`src/rtl/pool_window_gen.sv`:
```
// 2x2 stride-2 window generator feeding the max-pool unit from a raster pixel stream.
// Optional WIN_ZERO_IDLE_EN: win1..win4 read 0 whenever win_en is low (otherwise hold last window).
module pool_window_gen #(
  parameter int DATA_W = 16,
  parameter int IMG_W  = 28,
  parameter int IMG_H  = 28
) (
  input  logic              clk,
  input  logic              rst_n,
  input  logic [DATA_W-1:0] pix_in,
  input  logic              pix_en,
  input  logic              frame_clr,
  output logic [DATA_W-1:0] win1,
  output logic [DATA_W-1:0] win2,
  output logic [DATA_W-1:0] win3,
  output logic [DATA_W-1:0] win4,
  output logic              win_en,
  output logic              frame_done,
  output logic              busy
);

  localparam int CW = (IMG_W > 2) ? $clog2(IMG_W) : 1;
  localparam int RW = (IMG_H > 2) ? $clog2(IMG_H) : 1;
  localparam logic [CW-1:0] COL_LAST = CW'(IMG_W - 1);
  localparam logic [RW-1:0] ROW_LAST = RW'(IMG_H - 1);

  generate
    if ((IMG_W % 2 != 0) || (IMG_W < 2) || (IMG_H % 2 != 0) || (IMG_H < 2)) begin : g_bad_dims
      $error("pool_window_gen: IMG_W and IMG_H must be even and >= 2");
    end
  endgenerate

  logic [CW-1:0]     col_q, col_d;
  logic [RW-1:0]     row_q, row_d;
  logic [DATA_W-1:0] win1_q, win1_d, win2_q, win2_d, win3_q, win3_d, win4_q, win4_d;
  logic              win_en_q, win_en_d;
  logic              frame_done_q, frame_done_d;
  logic [DATA_W-1:0] hold_q, hold_d;
  logic [DATA_W-1:0] linebuf_q [IMG_W];
  logic              lb_we;

  always_comb begin
    col_d        = col_q;
    row_d        = row_q;
    hold_d       = hold_q;
    lb_we        = 1'b0;
    win_en_d     = 1'b0;
    frame_done_d = 1'b0;
`ifdef WIN_ZERO_IDLE_EN
    win1_d = '0;
    win2_d = '0;
    win3_d = '0;
    win4_d = '0;
`else
    win1_d = win1_q;
    win2_d = win2_q;
    win3_d = win3_q;
    win4_d = win4_q;
`endif
    // frame_clr takes priority: a pixel presented alongside it is discarded
    if (frame_clr) begin
      col_d = '0;
      row_d = '0;
    end else if (pix_en) begin
      if (col_q == COL_LAST) begin
        col_d = '0;
        row_d = (row_q == ROW_LAST) ? '0 : row_q + RW'(1);
      end else begin
        col_d = col_q + CW'(1);
      end
      // Even rows fill the line buffer; odd rows pair up with it
      if (!row_q[0]) begin
        lb_we = 1'b1;
      end else if (!col_q[0]) begin
        hold_d = pix_in;
      end else begin
        win1_d       = linebuf_q[col_q - CW'(1)];
        win2_d       = linebuf_q[col_q];
        win3_d       = hold_q;
        win4_d       = pix_in;
        win_en_d     = 1'b1;
        frame_done_d = (col_q == COL_LAST) && (row_q == ROW_LAST);
      end
    end
  end

  always_ff @(posedge clk or negedge rst_n) begin
    if (!rst_n) begin
      col_q        <= '0;
      row_q        <= '0;
      win1_q       <= '0;
      win2_q       <= '0;
      win3_q       <= '0;
      win4_q       <= '0;
      win_en_q     <= 1'b0;
      frame_done_q <= 1'b0;
    end else begin
      col_q        <= col_d;
      row_q        <= row_d;
      win1_q       <= win1_d;
      win2_q       <= win2_d;
      win3_q       <= win3_d;
      win4_q       <= win4_d;
      win_en_q     <= win_en_d;
      frame_done_q <= frame_done_d;
    end
  end

  // Pixel storage carries no reset; every location is rewritten before it is read
  always_ff @(posedge clk) begin
    hold_q <= hold_d;
    if (lb_we) linebuf_q[col_q] <= pix_in;
  end

  assign win1       = win1_q;
  assign win2       = win2_q;
  assign win3       = win3_q;
  assign win4       = win4_q;
  assign win_en     = win_en_q;
  assign frame_done = frame_done_q;
  assign busy       = (col_q != '0) || (row_q != '0);

endmodule

```
`config.mk`:
```
export PLATFORM = sky130hd
export DESIGN_NAME = pool_window_gen
export DESIGN_NICKNAME = d
export VERILOG_FILES = /design/src/rtl/pool_window_gen.sv
export SDC_FILE = /design/constraint.sdc
export NUM_CORES = 1
export LEC_CHECK = 0
export CORE_AREA = 10 10 269 271
export DETAILED_ROUTE_END_ITERATION = 7
export DIE_AREA = 0 0 279 281
export GPL_TIMING_DRIVEN = 0
export PLACE_DENSITY = 0.57
export SLEW_MARGIN = 10
export SYNTH_ARGS = -nofsm -noshare
export SYNTH_HDL_FRONTEND = slang
export SYNTH_SLANG_ARGS = --single-unit
```
`constraint.sdc`:
```
create_clock -name clk -period 3.93 [get_ports clk]
set_input_delay 0.786 -clock clk [delete_from_list [all_inputs] [get_ports clk]]
set_output_delay 0.786 -clock clk [all_outputs]
set_load 0.05 [all_outputs]
```
==> impl_metrics.env, run 1 <==
export IMPL_worstPathRequired_ns=4.42
export IMPL_final_cell_mix="edfxtp_1 (464), mux4_2 (148), nand2_1 (139)"
export IMPL_final_cell_count_no_fill=2430
export IMPL_drtAntennaViolNets=0
export IMPL_numCtsBuffers=55
export IMPL_grt_pass1_vias=13900
export IMPL_cts_tree="built"
export IMPL_nets=1535
export IMPL_tightest_slew_ns=1.01
export IMPL_layout_setup_ws_ns=0.0527
export IMPL_io_buffers=86
export IMPL_synth_flop_cell="edfxtp_1"
export IMPL_holdWs_ns=0.153
export IMPL_grt_total_usage_pct=18.5
export IMPL_crit_path_max_fanout=10
export IMPL_synth_area_um2=23300
export IMPL_r2r_cells=12
export IMPL_wl_mm=72.6
export IMPL_finalClockSkew_ns=0.0245
export IMPL_ioPinCount=87
export IMPL_place_hpwl_mm=51.0
export IMPL_total_power_w=0.0129
export IMPL_ir_drop_v=0.000357
export IMPL_multiInputGateArea_um2=7140
export IMPL_power_density_nw_per_um2=462
export IMPL_syn_avg_cell_area_um2=17.4
export IMPL_maxClockFrequency_ghz=0.258
export IMPL_placed_cells=2327
export IMPL_relSlewSlack_pct=32.6
export IMPL_layout_commonest_cell="edfxtp_1"
export IMPL_fin_crit_ns=3.88
export IMPL_cts_root_buf="clkbuf_16"
export IMPL_yosys_warnings=0
export IMPL_synth_edf_count=464
export IMPL_cts_sinks=540
export IMPL_ys_seq_area_share_pct=68.0
export IMPL_grt_max_degree=40
export IMPL_startpoint_type="register"
export IMPL_syn_inst=1339
export IMPL_final_seq_area_um2=15800
export IMPL_die_area_um2=78400
export IMPL_drc=0
export IMPL_drive_gt1_share_pct=27.6
export IMPL_grt_first_pass_wirelength_mm=104
export IMPL_nFillCells=5906
export IMPL_synth_distinct_cells=55
export IMPL_clock_latency_ns=0.63
export IMPL_syn_nets=1365
export IMPL_ys_ff_latch=540
export IMPL_setup_worst_path_class="register to register"
export IMPL_htree_levels=2
export IMPL_rows=95
export IMPL_async_reset_ff_share_pct=14.1
export IMPL_cp_arrival_ns=4.37
export IMPL_slew_viol_final=0
export IMPL_outcome="completed"
export IMPL_worstReg2RegStart="col_q[1]"
export IMPL_clk_pin_slew_ns=0.07
export IMPL_grt_overflow=0
export IMPL_gp_congestion=0.953
export IMPL_clockBufferDepth=3
export IMPL_fin_crit_sh_pct=98.7
export IMPL_endpoint_kind="register"
export IMPL_wl_per_cell_um=29.9
export IMPL_via_per_inst=5.65
export IMPL_fp_coreArea_um2=66800
export IMPL_vias=13700
export IMPL_drtIter0Drc=1509
export IMPL_antenna_found_initial=4
export IMPL_rrSetupSlack_ns=0.05
export IMPL_area_delta_synth_final_pct=19.3
export IMPL_die_y_um=281
export IMPL_r2r_end="win1[6]"
export IMPL_die_x_um=279
export IMPL_initial_utilization_pct=34.9
export IMPL_cap_violations=0
export IMPL_finalSetupViolCount=0
export IMPL_setup_tns_ns=0
export IMPL_post_cts_buffers=0
export IMPL_p_leak_nw=9.14
export IMPL_hold_viol_final=0
export IMPL_rsz0062_at_grt="true"
export IMPL_hold_path_class="primary input to asynchronous set/reset pin"
export IMPL_drtPass1Iterations=5
export IMPL_place_ws_ns=-0.788
state kept, by name, summed over array words and instances, names as in the netlist:
name,flops
col_q,5
frame_done,1
win1,16
hold_q,16
win4,16
linebuf_q,448
win2,16
row_q,5
win_en,1
win3,16
routing by layer:
| layer | up-vias | part of all wire [%] | track usage [%] |
|---|---|---|---|
| met5 | - | 0.029 | 0 |
| met4 | 4 | 3.8 | 6.97 |
| met3 | 124 | 7.6 | 3.60 |
| met2 | 652 | 45 | 28.4 |
| met1 | 7295 | 43 | 25.6 |
| li1 | 5666 | - | - |
layout make-up:
class,instances,area share (%)
clock buffers,80,5.80
clock inverters,24,1.14
repair buffers,115,4.47
multi-input cells,708,25.7
well taps,873,3.93
diodes,1,0.00900
inverters,5,0.0675
plain buffers,84,1.94
flip-flops and latches,540,57.0
worst max-delay path by stage:
stage	cells after the start	to	startpoint
5_1_grt	9	busy	col_q[0]
2_1_floorplan	12	win1[9]	col_q[0]
6_report	12	win1[6]	col_q[1]
4_1_cts	9	busy	col_q[0]
3_5_place_dp	14	win1[4]	col_q[0]
3_3_place_gp	1	win2[0]	rst_n
metrics by stage:
| step | utilization [%] | area [µm²] |
|---|---|---|
| after global routing | 41.6 | 27800 |
| after detailed placement | 38.5 | 25700 |
| after floorplan | - | 23300 |
| final | 41.6 | 27800 |
| after CTS | 41.5 | 27700 |
| after global placement | 37.8 | 25200 |
synth_stat cells (2+ instances only):
cell type | number | area (µm²)
clkbuf_1 | 21 | 78.8
buf_6 | 12 | 135
dfrtp_1 | 76 | 1900
nand2b_1 | 5 | 31.3
a2111oi_0 | 3 | 26.3
a32o_1 | 4 | 40.0
a31oi_4 | 2 | 42.5
a31oi_1 | 9 | 56.3
a211oi_2 | 10 | 125
o22a_1 | 6 | 52.6
nor4_1 | 17 | 106
mux2_1 | 7 | 78.8
buf_4 | 14 | 105
nor2_1 | 83 | 312
nand3_1 | 9 | 45.0
and2_1 | 4 | 25.0
o2111ai_1 | 3 | 26.3
mux4_2 | 148 | 3330
mux2_2 | 20 | 225
edfxtp_1 | 464 | 13900
inv_1 | 4 | 15.0
nand2_1 | 139 | 522
a211oi_1 | 18 | 135
nor2b_1 | 40 | 250
buf_2 | 33 | 165
nor3_1 | 19 | 95.1
and3b_1 | 3 | 26.3
o21ai_0 | 11 | 55.1
ha_1 | 6 | 75.1
mux2i_1 | 78 | 781
a22oi_1 | 6 | 45.0
nor3b_1 | 4 | 30.0
buf_1 | 4 | 15.0
o22ai_1 | 25 | 156
a21oi_1 | 10 | 50.1
or3_1 | 3 | 18.8
worst max-delay path: stages (launching register included):
cell	delay (ns)
dfrtp_2	0.48
buf_6	0.23
buf_6	0.18
buf_4	0.26
buf_4	0.28
inv_1	0.09
ha_2	0.31
buf_2	0.21
buf_2	0.35
clkbuf_4	0.38
mux4_2	0.35
a211oi_2	0.52
nor3_1	0.09
kinds of logic after synthesis:
group | Yosys count | share of synthesized area [%]
AOI/OAI and AO/OA | 111 | 3.61
DFF | 540 | 68.0
adders and majority gates | 6 | 0.322
xor gates and xnor gates | 3 | 0.193
buffers and inverters | 91 | 2.28
muxes | 253 | 19.0
and+or+nand+nor | 335 | 6.65
repair_timing:
item                       in CTS  in global routing
pin swaps                       1                  1
gates resized for setup        24                 21
hold buffers                    0                  0
setup endpoints to repair      17                 15
hold endpoints to repair        0                  0
power by group:
part | switching (W) | internal (W) | leakage, nW
Sequential | 0.00000898 | 0.00625 | 5.23
Clock | 0.00224 | 0.00331 | 0.941
Combinational | 0.000656 | 0.000392 | 2.96
Power figures use the tool's default switching activity.
==> inputs of run 2 (changes only) <==
==> constraint.sdc (replaced) <==
create_clock -name clk -period 4.1 [get_ports clk]
set_input_delay 0.82 -clock clk [delete_from_list [all_inputs] [get_ports clk]]
set_output_delay 0.82 -clock clk [all_outputs]
set_load 0.05 [all_outputs]
==> run 2 against run 1 <==
Clock skew grew 0.0019 ns. Critical path depth shrank 1. Flip-flop and latch count is the same. Worst hold slack gained 0.035 ns. Sequential share of layout area grew 0.13 points. Via count is essentially flat. First-iteration DRC count grew 9.5%. Combinational power shrank 5%. Fmax shrank 2.4%. Critical path type unchanged.
==> impl_metrics.env, run 2 (synthesized netlist as in run 1, its figures left out) <==
export IMPL_ioPinCount=87
export IMPL_fp_coreArea_um2=66800
export IMPL_postCtsHoldBufs=0
export IMPL_die_x_um=279
export IMPL_final_cell_mix="edfxtp_1 (464), mux4_2 (148), nand2_1 (139)"
export IMPL_setup_worst_path_class="register to register"
export IMPL_antenna_found_initial=4
export IMPL_place_ws_ns=-0.618
export IMPL_final_seq_area_um2=15800
export IMPL_grt_total_usage_pct=18.5
export IMPL_cts_tree="built"
export IMPL_htree_levels=2
export IMPL_drc=0
export IMPL_clockBufferDepth=3
export IMPL_grt_first_pass_wirelength_mm=104
export IMPL_post_cts_buffers=0
export IMPL_place_hpwl_mm=51.0
export IMPL_grt_overflow=0
export IMPL_cap_violations=0
export IMPL_drtIter0Drc=1653
export IMPL_placed_cells=2327
export IMPL_nets=1536
export IMPL_rows=95
export IMPL_grt_max_degree=40
export IMPL_wl_mm=72.7
export IMPL_fin_crit_ns=3.97
export IMPL_finalSetupViolCount=0
export IMPL_drtAntennaViolNets=0
export IMPL_r2r_cells=11
export IMPL_fin_crit_sh_pct=96.9
export IMPL_multiInputGateArea_um2=7090
export IMPL_wl_per_cell_um=29.9
export IMPL_cts_sinks=540
export IMPL_vias=13700
export IMPL_startpoint_type="register"
export IMPL_rsz0062_at_grt="true"
export IMPL_io_buffers=86
export IMPL_grt_pass1_vias=13900
export IMPL_endpoint_kind="register"
export IMPL_layout_setup_ws_ns=0.127
export IMPL_numCtsBuffers=55
export IMPL_nFillCells=5919
export IMPL_largest_register="linebuf_q"
export IMPL_drive_gt1_share_pct=27.2
export IMPL_p_leak_nw=9.13
export IMPL_ir_drop_v=0.000344
export IMPL_largest_register_ffs=448
export IMPL_drtPass1Iterations=5
export IMPL_cp_arrival_ns=4.45
export IMPL_area_delta_synth_final_pct=19.1
export IMPL_power_density_nw_per_um2=444
export IMPL_final_cell_count_no_fill=2431
export IMPL_initial_utilization_pct=34.9
export IMPL_hold_viol_final=0
export IMPL_relSlewSlack_pct=30.9
export IMPL_worstPathRequired_ns=4.58
export IMPL_maxClockFrequency_ghz=0.252
export IMPL_cts_root_buf="clkbuf_16"
export IMPL_clk_pin_slew_ns=0.06
export IMPL_outcome="completed"
export IMPL_die_area_um2=78400
export IMPL_tightest_slew_ns=1.04
export IMPL_layout_commonest_cell="edfxtp_1"
export IMPL_finalClockSkew_ns=0.0264
export IMPL_gp_congestion=0.953
export IMPL_die_y_um=281
export IMPL_clock_latency_ns=0.63
export IMPL_hold_path_class="primary input to asynchronous set/reset pin"
export IMPL_slew_viol_final=0
export IMPL_crit_path_max_fanout=19
export IMPL_via_per_inst=5.65
## run 2: changes by cell type in the layout (fill, tap and decap cells not counted)
cell      before  now
a211oi_1      13   14
a211oi_4       5    1
buf_6         18   17
buf_8         22   21
clkbuf_2       4    3
clkbuf_1      29   32
ha_2           1    0
nor4_4         2    1
ha_1           5    6
nor4_1         8    9
clkbuf_4       3    2
a211oi_2      10   13
buf_4         16   18
## run 2: final timing paths
check                           from  endpoint  slack (ns)
max reg2reg                 col_q[0]   win1[2]        0.13
min reg2reg                hold_q[5]   win3[5]        0.44
max in group asynchronous      rst_n  win4[11]        3.26
max                         col_q[0]   win1[2]        0.13
min                            rst_n  win4[15]        0.19
min in group clk           hold_q[5]   win3[5]        0.44
## run 2: through the flow
stage,utilization (%),cell area (µm²),setup TNS [ns],hold slack (ns),power [W]
floorplan,-,23300,0,0.415,0.00667
global placement,37.8,25200,-119.98,0.428,0.00709
detailed placement,38.5,25700,-7.40,0.426,0.00710
CTS,41.5,27700,0,0.192,0.0124
global route,41.5,27700,-0.0160,0.222,0.0126
finish,41.5,27700,0,0.188,0.0123
## run 2: layout make-up
class / count / share of cell area [%]
Multi-Input combinational cell: 708 / 25.5
Antenna cell: 1 / 0.00902
Clock buffer: 80 / 5.82
Sequential cell: 540 / 57.1
Buffer: 85 / 1.89
Timing Repair Buffer: 115 / 4.48
Inverter: 5 / 0.0677
Clock inverter: 24 / 1.15
Tap cell: 873 / 3.94
## run 2: layer usage
| metal | track usage (%) | wire length [µm] |
|---|---|---|
| met4 | 6.97 | 2830 |
| met2 | 28.4 | 32700 |
| met3 | 3.58 | 5710 |
| met1 | 25.6 | 31400 |
| met5 | 0 | 21 |
## run 2: critical path, stage by stage, from the launching register on
cell and delay (ns):
dfrtp_1 0.39, buf_6 0.19, buf_6 0.25, buf_6 0.31, inv_1 0.27, ha_1 0.35
buf_2 0.21, buf_2 0.35, clkbuf_2 0.46, mux4_2 0.41, a211oi_2 0.52, nor3_1 0.09
## run 2: report_power, final
group / switching, W / leakage, nW / internal (W)
Sequential: 0.00000864 / 5.23 / 0.00599
Clock: 0.00215 / 0.941 / 0.00317
Combinational: 0.000622 / 2.95 / 0.000373
Total: 0.00278 / 9.13 / 0.00953
## run 2: repair_timing
| item | in CTS | in global routing |
|---|---|---|
| setup endpoints to repair | 17 | 12 |
| gates resized for setup | 21 | 5 |
| pin swaps | 0 | 0 |
| gates cloned | 0 | 0 |
==> inputs of run 3 (changes only) <==
--- a/config.mk
+++ b/config.mk
@@ -5,10 +5,10 @@
 export SDC_FILE = /design/constraint.sdc
 export NUM_CORES = 1
 export LEC_CHECK = 0
+export ABC_CLOCK_PERIOD_IN_PS = 4100
 export CORE_AREA = 10 10 269 271
 export DETAILED_ROUTE_END_ITERATION = 7
 export DIE_AREA = 0 0 279 281
-export GPL_TIMING_DRIVEN = 0
 export PLACE_DENSITY = 0.57
 export SLEW_MARGIN = 10
 export SYNTH_ARGS = -nofsm -noshare
==> run 3 against run 2 <==
First-iteration DRC count down 5.5%. Count of clock-buffer cells in the layout down 12. Largest cell class unchanged. Critical endpoint is now busy. Clock skew up 0.0051 ns. Via count down 2.9%. Fmax up 9.6%. Final area down 1.9%. Clock power down 5.1%.
==> impl_metrics.env, run 3 (synthesized netlist as in run 1, its figures left out) <==
export IMPL_outcome="completed"
export IMPL_drtPass1Iterations=5
export IMPL_post_route_util_pct=40.7
export IMPL_seq_power_share_pct=50.1
export IMPL_cts_sinks=540
export IMPL_fp_coreArea_um2=66800
export IMPL_antenna_found_initial=4
export IMPL_relSlewSlack_pct=21.1
export IMPL_nets=1494
export IMPL_rows=95
export IMPL_clk_pin_slew_ns=0.06
export IMPL_final_cell_mix="edfxtp_1 (464), mux4_2 (148), nand2_1 (139)"
export IMPL_cpPeakStageDelay_ns=0.71
export IMPL_path_cells="inv_1, ha_4, nand2b_1, nor4_1, nand2_1, clkdlybuf4s50_1"
export IMPL_clock_latency_ns=0.62
export IMPL_place_hpwl_mm=43.2
export IMPL_r2r_cells=7
export IMPL_cts_tree="built"
export IMPL_post_cts_buffers=0
export IMPL_endpoint_kind="primary output"
export IMPL_fin_crit_ns=3.62
export IMPL_largest_register="linebuf_q"
export IMPL_setup_tns_ns=0
export IMPL_grt_overflow=0
export IMPL_path_delay_family="buffers and inverters"
export IMPL_p_sw_share_pct=22.5
export IMPL_finalClockSkew_ns=0.0315
export IMPL_startpoint_type="register"
export IMPL_ioPinCount=87
export IMPL_layout_commonest_cell="edfxtp_1"
export IMPL_power_frac_comb_pct=7.7
export IMPL_drtIter0Drc=1562
export IMPL_power_switching_w=0.00269
export IMPL_p_leak_nw=8.93
export IMPL_worstReg2RegStart="col_q[1]"
export IMPL_grt_pass1_vias=13500
export IMPL_power_frac_clock_pct=42.2
export IMPL_finalSetupViolCount=0
export IMPL_worstPathRequired_ns=3.28
export IMPL_die_x_um=279
export IMPL_tightest_slew_ns=1.18
export IMPL_die_y_um=281
export IMPL_vias=13300
export IMPL_drive_gt1_share_pct=23.2
export IMPL_wl_mm=65.9
export IMPL_power_density_nw_per_um2=440
export IMPL_io_buffers=86
export IMPL_area_delta_synth_final_pct=16.8
export IMPL_holdWs_ns=0.245
export IMPL_maxClockFrequency_ghz=0.276
export IMPL_hold_path_class="primary input to asynchronous set/reset pin"
export IMPL_cts_root_buf="clkbuf_16"
export IMPL_cts_resized=0
export IMPL_gp_congestion=0.859
export IMPL_postCtsHoldBufs=0
export IMPL_die_area_um2=78400
export IMPL_ir_drop_v=0.000272
export IMPL_numCtsBuffers=56
export IMPL_rrSetupSlack_ns=0.90
export IMPL_setup_worst_path_class="register to primary output"
export IMPL_cp_arrival_ns=2.80
export IMPL_largest_register_ffs=448
export IMPL_place_ws_ns=0.552
export IMPL_htree_levels=2
export IMPL_crit_buf_inv=2
export IMPL_grt_max_degree=126
export IMPL_fin_crit_sh_pct=88.4
export IMPL_rsz0062_at_grt="false"
export IMPL_drc=0
export IMPL_initial_utilization_pct=34.9
export IMPL_layout_setup_ws_ns=0.476
export IMPL_cap_violations=0
export IMPL_drtAntennaViolNets=0
export IMPL_hold_viol_final=0
export IMPL_slew_viol_final=0
export IMPL_via_per_inst=5.59
export IMPL_grt_total_usage_pct=16.7
export IMPL_clockBufferDepth=3
export IMPL_grt_first_pass_wirelength_mm=96.6
export IMPL_slowest_stage="clkdlybuf4s50_1"
export IMPL_r2r_end="win1[8]"
export IMPL_wl_per_cell_um=27.6
export IMPL_diodes=0
export IMPL_crit_path_max_fanout=25
export IMPL_p_int_w=0.00929
## run 3: changes by cell type in the layout (fill, tap and decap cells not counted), moves of 8 or more
cell             delta
buf_4              +45
buf_2              -41
nor2_1             +26
nor2_2             -26
clkbuf_1           -23
buf_8              -21
buf_6              -17
clkdlybuf4s50_1    +15
clkinv_2            +9
buf_12              +8
nor4_1              +8
## run 3: cell type report
class / count / area, µm²
Fill cell: 6012 / 39600
Sequential cell: 540 / 15800
Multi-Input combinational cell: 708 / 6950
Timing Repair Buffer: 157 / 1490
Clock buffer: 68 / 1480
Tap cell: 873 / 1090
Clock inverter: 37 / 347
Inverter: 5 / 18.8
## run 3: power groups by stage
stage               registers [W]  clock network, W  logic [W]
finish                    0.00600           0.00506   0.000925
floorplan                 0.00611                 0   0.000565
global route              0.00600           0.00537   0.000977
global placement          0.00612                 0   0.000942
CTS                       0.00600           0.00514   0.000940
detailed placement        0.00612                 0   0.000938
## run 3: how the worst max path moves through the flow
stage,from,endpoint,slack [ns],depth (start not counted)
final,col_q[1],busy,0.48,6
after global routing,col_q[1],busy,0.36,6
after CTS,col_q[1],busy,0.45,6
after global placement,pix_en,win1[14],0.67,9
after floorplan,col_q[0],win1[9],1.20,12
after detailed placement,pix_en,win1[13],0.55,9
## run 3: through the flow
stage	total power (W)	cell area, µm²	instances
final	0.0120	27200	2388
after detailed placement	0.00705	25400	2283
after floorplan	0.00667	23300	1339
after CTS	0.0121	27200	2388
after global placement	0.00706	25400	2283
after global routing	0.0123	27200	2388
## run 3: metal layers
layer | share of wire [%] | up-vias | global-route usage [%] | wire length, µm
met3 | 7.9 | 92 | 3.13 | 5180
met5 | 0.062 | - | 0 | 41
met4 | 2.7 | 6 | 5.34 | 1790
met1 | 41 | 7091 | 22.5 | 27100
li1 | - | 5585 | - | -
met2 | 48 | 570 | 27.1 | 31800
